[src/rtl/time_pkg.sv]
// Shared widths, limits and helpers for the time_keeper datapath.
package time_pkg;

    localparam int MIN_W    = 6;
    localparam int HOUR_W   = 5;
    localparam int DAY_W    = 3;

    localparam int MIN_MAX  = 59;
    localparam int HOUR_MAX = 23;
    localparam int DAY_MAX  = 6;

    typedef struct packed {
        logic [HOUR_W-1:0] hour;
        logic [MIN_W-1:0]  min;
    } hm_t;

    // 24h hour to 12h clock-face hour: 0 -> 12, 13..23 -> 1..11.
    function automatic logic [HOUR_W-1:0] to_12h(input logic [HOUR_W-1:0] h);
        if (h == '0)
            return HOUR_W'(12);
        else if (h > HOUR_W'(12))
            return h - HOUR_W'(12);
        else
            return h;
    endfunction

endpackage

[src/rtl/mod_counter.sv]
// Modulo-MOD counter with synchronous load (priority over inc) and a
// combinational carry that fires on the increment that wraps to zero.
module mod_counter #(
    parameter int MOD = 60,
    parameter int W   = 6
) (
    input  logic         clk,
    input  logic         srst,
    input  logic         inc,
    input  logic         load,
    input  logic [W-1:0] load_val,
    output logic [W-1:0] count,
    output logic         carry
);

    logic [W-1:0] count_q;
    logic [W-1:0] count_d;

    always_comb begin
        count_d = count_q;
        carry   = 1'b0;
        if (load) begin
            count_d = load_val;
        end else if (inc) begin
            if (count_q == W'(MOD - 1)) begin
                count_d = '0;
                carry   = 1'b1;
            end else begin
                count_d = count_q + W'(1);
            end
        end
    end

    always_ff @(posedge clk) begin
        if (srst)
            count_q <= '0;
        else
            count_q <= count_d;
    end

    assign count = count_q;

endmodule

[src/rtl/time_keeper.sv]
// Running day/hour/minute clock with edit and alarm registers, 12/24h
// display conversion and a registered alarm-match pulse with latched Ring.
module time_keeper
    import time_pkg::*;
#(
    parameter int SEC_PER_MIN = 60
) (
    input  logic              Clk,
    input  logic              Rst,
    input  logic              Tick,
    input  logic              IM,
    input  logic              IH,
    input  logic              ID,
    input  logic              LD_TIME,
    input  logic              LD_R,
    input  logic              TOF,
    input  logic              AlarmEn,
    input  logic              Dismiss,
    output logic [MIN_W-1:0]  Min,
    output logic [HOUR_W-1:0] Hour,
    output logic [DAY_W-1:0]  Day,
    output logic [MIN_W-1:0]  EditMin,
    output logic [HOUR_W-1:0] EditHour,
    output logic [DAY_W-1:0]  EditDay,
    output logic [MIN_W-1:0]  AlarmMin,
    output logic [HOUR_W-1:0] AlarmHour,
    output logic [HOUR_W-1:0] DispHour,
    output logic              PM,
    output logic              Fmt12,
    output logic              Match,
    output logic              Ring
);

    localparam int SEC_W = $clog2(SEC_PER_MIN);

    logic [SEC_W-1:0] sec;
    logic             sec_carry;
    logic             min_carry;
    logic             hour_carry;
    logic [3:0]       unused_carry;

    // LD_TIME loads every running counter, which also suppresses any
    // carry (and therefore drops a coincident Tick).
    mod_counter #(.MOD(SEC_PER_MIN), .W(SEC_W)) u_sec (
        .clk(Clk), .srst(Rst), .inc(Tick), .load(LD_TIME),
        .load_val('0), .count(sec), .carry(sec_carry)
    );
    mod_counter #(.MOD(MIN_MAX + 1), .W(MIN_W)) u_min (
        .clk(Clk), .srst(Rst), .inc(sec_carry), .load(LD_TIME),
        .load_val(EditMin), .count(Min), .carry(min_carry)
    );
    mod_counter #(.MOD(HOUR_MAX + 1), .W(HOUR_W)) u_hour (
        .clk(Clk), .srst(Rst), .inc(min_carry), .load(LD_TIME),
        .load_val(EditHour), .count(Hour), .carry(hour_carry)
    );
    mod_counter #(.MOD(DAY_MAX + 1), .W(DAY_W)) u_day (
        .clk(Clk), .srst(Rst), .inc(hour_carry), .load(LD_TIME),
        .load_val(EditDay), .count(Day), .carry(unused_carry[0])
    );

    // Edit fields wrap independently; commits read the pre-increment value.
    mod_counter #(.MOD(MIN_MAX + 1), .W(MIN_W)) u_edit_min (
        .clk(Clk), .srst(Rst), .inc(IM), .load(1'b0),
        .load_val('0), .count(EditMin), .carry(unused_carry[1])
    );
    mod_counter #(.MOD(HOUR_MAX + 1), .W(HOUR_W)) u_edit_hour (
        .clk(Clk), .srst(Rst), .inc(IH), .load(1'b0),
        .load_val('0), .count(EditHour), .carry(unused_carry[2])
    );
    mod_counter #(.MOD(DAY_MAX + 1), .W(DAY_W)) u_edit_day (
        .clk(Clk), .srst(Rst), .inc(ID), .load(1'b0),
        .load_val('0), .count(EditDay), .carry(unused_carry[3])
    );

    hm_t  alarm_q, alarm_d;
    logic fmt12_q, fmt12_d;
    logic min_event_q, min_event_d;
    logic match_q, match_d;
    logic ring_q, ring_d;

    always_comb begin
        alarm_d     = alarm_q;
        fmt12_d     = fmt12_q ^ TOF;
        min_event_d = sec_carry | LD_TIME;
        if (LD_R) begin
            alarm_d.hour = EditHour;
            alarm_d.min  = EditMin;
        end
        // Compare only on the cycle after the running time just changed,
        // so a static time or an LD_R onto the current time never fires.
        match_d = AlarmEn && min_event_q &&
                  (Hour == alarm_q.hour) && (Min == alarm_q.min);
        ring_d  = ring_q | match_d;
        if (Dismiss || !AlarmEn)
            ring_d = 1'b0;
    end

    always_ff @(posedge Clk) begin
        if (Rst) begin
            alarm_q     <= '0;
            fmt12_q     <= 1'b0;
            min_event_q <= 1'b0;
            match_q     <= 1'b0;
            ring_q      <= 1'b0;
        end else begin
            alarm_q     <= alarm_d;
            fmt12_q     <= fmt12_d;
            min_event_q <= min_event_d;
            match_q     <= match_d;
            ring_q      <= ring_d;
        end
    end

    assign AlarmMin  = alarm_q.min;
    assign AlarmHour = alarm_q.hour;
    assign Fmt12     = fmt12_q;
    assign Match     = match_q;
    assign Ring      = ring_q;
    assign DispHour  = fmt12_q ? to_12h(Hour) : Hour;
    assign PM        = fmt12_q && (Hour >= HOUR_W'(12));

endmodule
[config.mk]
export PLATFORM = sky130hd
export DESIGN_NAME = time_keeper
export DESIGN_NICKNAME = d
export VERILOG_FILES = /design/src/rtl/time_pkg.sv /design/src/rtl/mod_counter.sv /design/src/rtl/time_keeper.sv
export SDC_FILE = /design/constraint.sdc
export NUM_CORES = 1
export LEC_CHECK = 0
export CORE_ASPECT_RATIO = 1.4
export CORE_MARGIN = 5
export CORE_UTILIZATION = 50
export CTS_CLUSTER_DIAMETER = 40
export CTS_CLUSTER_SIZE = 30
export DETAILED_ROUTE_END_ITERATION = 7
export PLACE_DENSITY = 0.8
export SLEW_MARGIN = 40
export SYNTH_ARGS = -nofsm -noshare
export SYNTH_HDL_FRONTEND = slang
export SYNTH_SLANG_ARGS = --single-unit
[constraint.sdc]
create_clock -name Clk -period 2.6 [get_ports Clk]
set_input_delay 0.26 -clock Clk [delete_from_list [all_inputs] [get_ports Clk]]
set_output_delay 0.26 -clock Clk [all_outputs]
set_load 0.1 [all_outputs]
==> results_dict.tcl <==
set metrics [dict create \
    status "complete, no violations" \
    initial_core_util_pct 51.95 \
    critical_path.top_delay_family "flip-flops" \
    routed_wl_mm 6.170 \
    setup_slack_ns 0.2860 \
    crit_buf_inv 1 \
    worstPathArrival_ns 2.05 \
    ys.flop_type "dfxtp_1" \
    period_needed_ns 2.314 \
    finalPower_w 0.001699 \
    synth_largest_area_cell "dfxtp_1" \
    pre_cts_ws_ns 0.3551 \
    drt_first_pass_iters 4 \
    internal_power_w 0.001104 \
    min_period_over_period_pct 89.00 \
    hold_path.class "reg2reg" \
    wl_per_cell_um 14.87 \
    ys_types 47 \
    power_density_mw_per_mm2 531.3 \
    synth-edff-count 0 \
    slowest_stage "dfxtp_1" \
    cts_buffer_depth 2 \
    port-buffer-count 58 \
    nFillCells 439 \
    worstSetupPathType "reg2out" \
    hold_path_end "Ring$_SDFF_PP0_" \
    cp_max_fo 12 \
    gr-total-overflow 0 \
    cts_sinks 49 \
    grt_max_degree 16 \
    hold_depth 2 \
    rr_worst_depth 5 \
    synth_area_leaders "dfxtp_1 39%, nor2_1 6.4%, mux2i_1 5.9%, xor2_1 5.9%, ha_1 4.4%" \
    postLayoutCoreUtil_pct 65.54 \
    rows 30 \
    via_count 2355 \
    cts-resized-gates 0 \
    switching_share_pct 35.06 \
    critical_path_required_ns 2.34 \
    synth_top_cell_area_share_pct 38.70 \
    netlist_top_cells_count "49 x dfxtp_1, 43 x nor2_1, 19 x nand2_1" \
    core_area_mm2 0.004880 \
    dieHeight_um 94.25 \
    grt_pass1_wl_mm 10.61 \
    worstMarginPinSlew_ns 0.6770 \
    p_leak_nw 1.389 \
    reg2reg_slack_ns 0.61 \
    insertion_delay_ns 0.31 \
    grt_setup_unrepaired "false" \
    hold_violations 0 \
    cp_cell_sequence "ha_1, nand2_1, a31oi_1, nor3_1, o21ai_2, buf_12" \
    syn-num-nets 316 \
    p_switching_w 0.0005957 \
    critPathMaxStageDelay_ns 0.62 \
    report.final.slew_viol_count 0 \
    dieArea_mm2 0.006614 \
    post_drt_via_cell_ratio 5.675 \
    clock_power_share_pct 27.9 \
    grt_use_total_pct 19.42 \
    endpoint_kind "output port" \
    diodes 0 \
    hp-start "Ring$_SDFF_PP0_" \
    synth_area_mm2 0.002535 \
    hpwl_mm 4.632 \
    die_x_um 70.18 \
    htree_levels 2 \
    drtIter0Drc 77 \
    yosysWarnings 0 \
    cts_buffers 5 \
    vdd_drop_max_uv 356.5 \
    fmax_ghz 0.4321 \
    syn_inst 296 \
    cts_root_buffer "clkbuf_8" \
    grt_antenna_before_repair 0 \
    path_clk_slew_ns 0.09 \
    nets 370 \
    clock_skew_ns 0.009631 \
    r2r_end "u_hour.count[3]$_SDFFE_PP0P_" \
    start_kind "flip-flop" \
    synth_most_common_cell "dfxtp_1" \
    drc 0 \
    syn_to_final_growth_pct 26.16 \
    relSlewSlack_pct 54.72 \
    synth_area_per_cell_um2 8.564 \
    reg2reg_from "u_min.count[0]$_SDFFE_PP0P_" \
    fin_area_mm2 0.003198 \
    cts_setup_buffers 0 \
    cts_hold_buf 0 \
    drive_gt1_share_pct 20.51 \
    comb_power_share_pct 24.0 \
    cts_tree "yes" \
    num_io_pins 59 \
    maxCapViolations 0 \
    yosysSeqAreaShare_pct 38.70 \
    placed_cell_area_mm2 0.003102 \
    drt.antenna.violating_nets 0 \
    routabilityCongestion 0.8504 \
    ys_seq_elements 49 \
    power_frac_seq_pct 48.1 \
    synth_async_sr_flop_share_pct 0 \
    setup_viol 0 \
    grt_pass1_vias 2289 \
]
==> how the worst max path moves through the flow <==
stage	endpoint	from	depth (start not counted)
2_1_floorplan	DispHour[3]	u_hour.count[2]$_SDFFE_PP0P_	5
3_5_place_dp	u_hour.count[3]$_SDFFE_PP0P_	Tick	5
4_1_cts	DispHour[3]	u_hour.count[2]$_SDFFE_PP0P_	6
3_3_place_gp	u_hour.count[3]$_SDFFE_PP0P_	Tick	5
6_report	DispHour[3]	u_hour.count[2]$_SDFFE_PP0P_	6
5_1_grt	DispHour[3]	u_hour.count[2]$_SDFFE_PP0P_	6
==> cells in the final DEF (no fill, tap or decap), types with 5 or more instances in the layout <==
cell,Yosys,layout
nor3_1,10,10
nand2_1,19,19
nor2_1,43,43
nand4_1,8,8
a21oi_1,15,14
clkdlybuf4s50_1,0,10
o21ai_0,8,6
nor4_1,6,6
buf_4,0,48
xor2_1,17,17
inv_1,13,13
xnor2_1,8,8
mux2i_1,15,15
nand3_1,9,9
a31oi_1,7,5
dfxtp_1,49,47
clkbuf_8,0,6
ha_1,9,9
==> worst register-to-register path, stage by stage (launching register included) <==
cell	delay (ns)
dfxtp_2	0.40
ha_1	0.23
nand4b_1	0.20
or4_1	0.62
mux2i_1	0.17
a211o_1	0.27
==> cell type report <==
cell class                      instances  area, um2  area share, %
Clock buffer                            6      82.58          2.582
Clock inverter                          2      13.76         0.4304
Inverter                               13      48.80          1.526
Multi-Input combinational cell        220       1469          45.93
Sequential cell                        49      983.4          30.75
Tap cell                               64      80.08          2.504
Timing Repair Buffer                   61      520.5          16.28
==> cell families (layout without fill, tap and decap cells) <==
group                      after synthesis  count (layout)  synth area share (%)
AOI/OAI and AO/OA                       51              51                 13.47
and+or+nand+nor                        119             119                 24.04
muxes                                   16              16                 6.367
xor gates and xnor gates                25              25                 8.638
buffers and inverters                   27              82                 4.344
adders and majority gates                9               9                 4.442
DFF                                     49              49                 38.70
==> metrics by stage <==
stage	std cells	hold WS, ns	TNS (ns)
after global routing	415	0.4953	0
final	415	0.4576	0
after CTS	415	0.4594	0
after detailed placement	407	0.4432	0
after global placement	407	0.4350	0
after floorplan	296	0.3761	-0.7379
==> registers in the layout, indices dropped and copies added (netlist names) <==
signal             flops
AlarmMin               6
u_edit_min.count       6
u_min.count            6
u_sec.count            6
AlarmHour              5
u_edit_hour.count      5
u_hour.count           5
u_day.count            3
u_edit_day.count       3
Fmt12                  1
Match                  1
Ring                   1
min_event_q            1
==> power groups by stage <==
stage	clock (W)	sequential (W)	combinational, W
detailed placement	0	0.000835	0.000410
CTS	0.000480	0.000817	0.000410
global route	0.000512	0.000824	0.000429
global placement	0	0.000834	0.000406
floorplan	0	0.000994	0.000143
finish	0.000474	0.000817	0.000408
==> metal layers <==
metal  up-vias  global-route usage (%)  routed length [um]
li1       1156                       -                   -
met1      1118                   23.88                2669
met2        70                   33.36                3113
met3        11                   3.640                 287
met4         0                   7.508                  99
met5         -                       0                   0
Note: power is estimated with default switching activity, not from simulation.
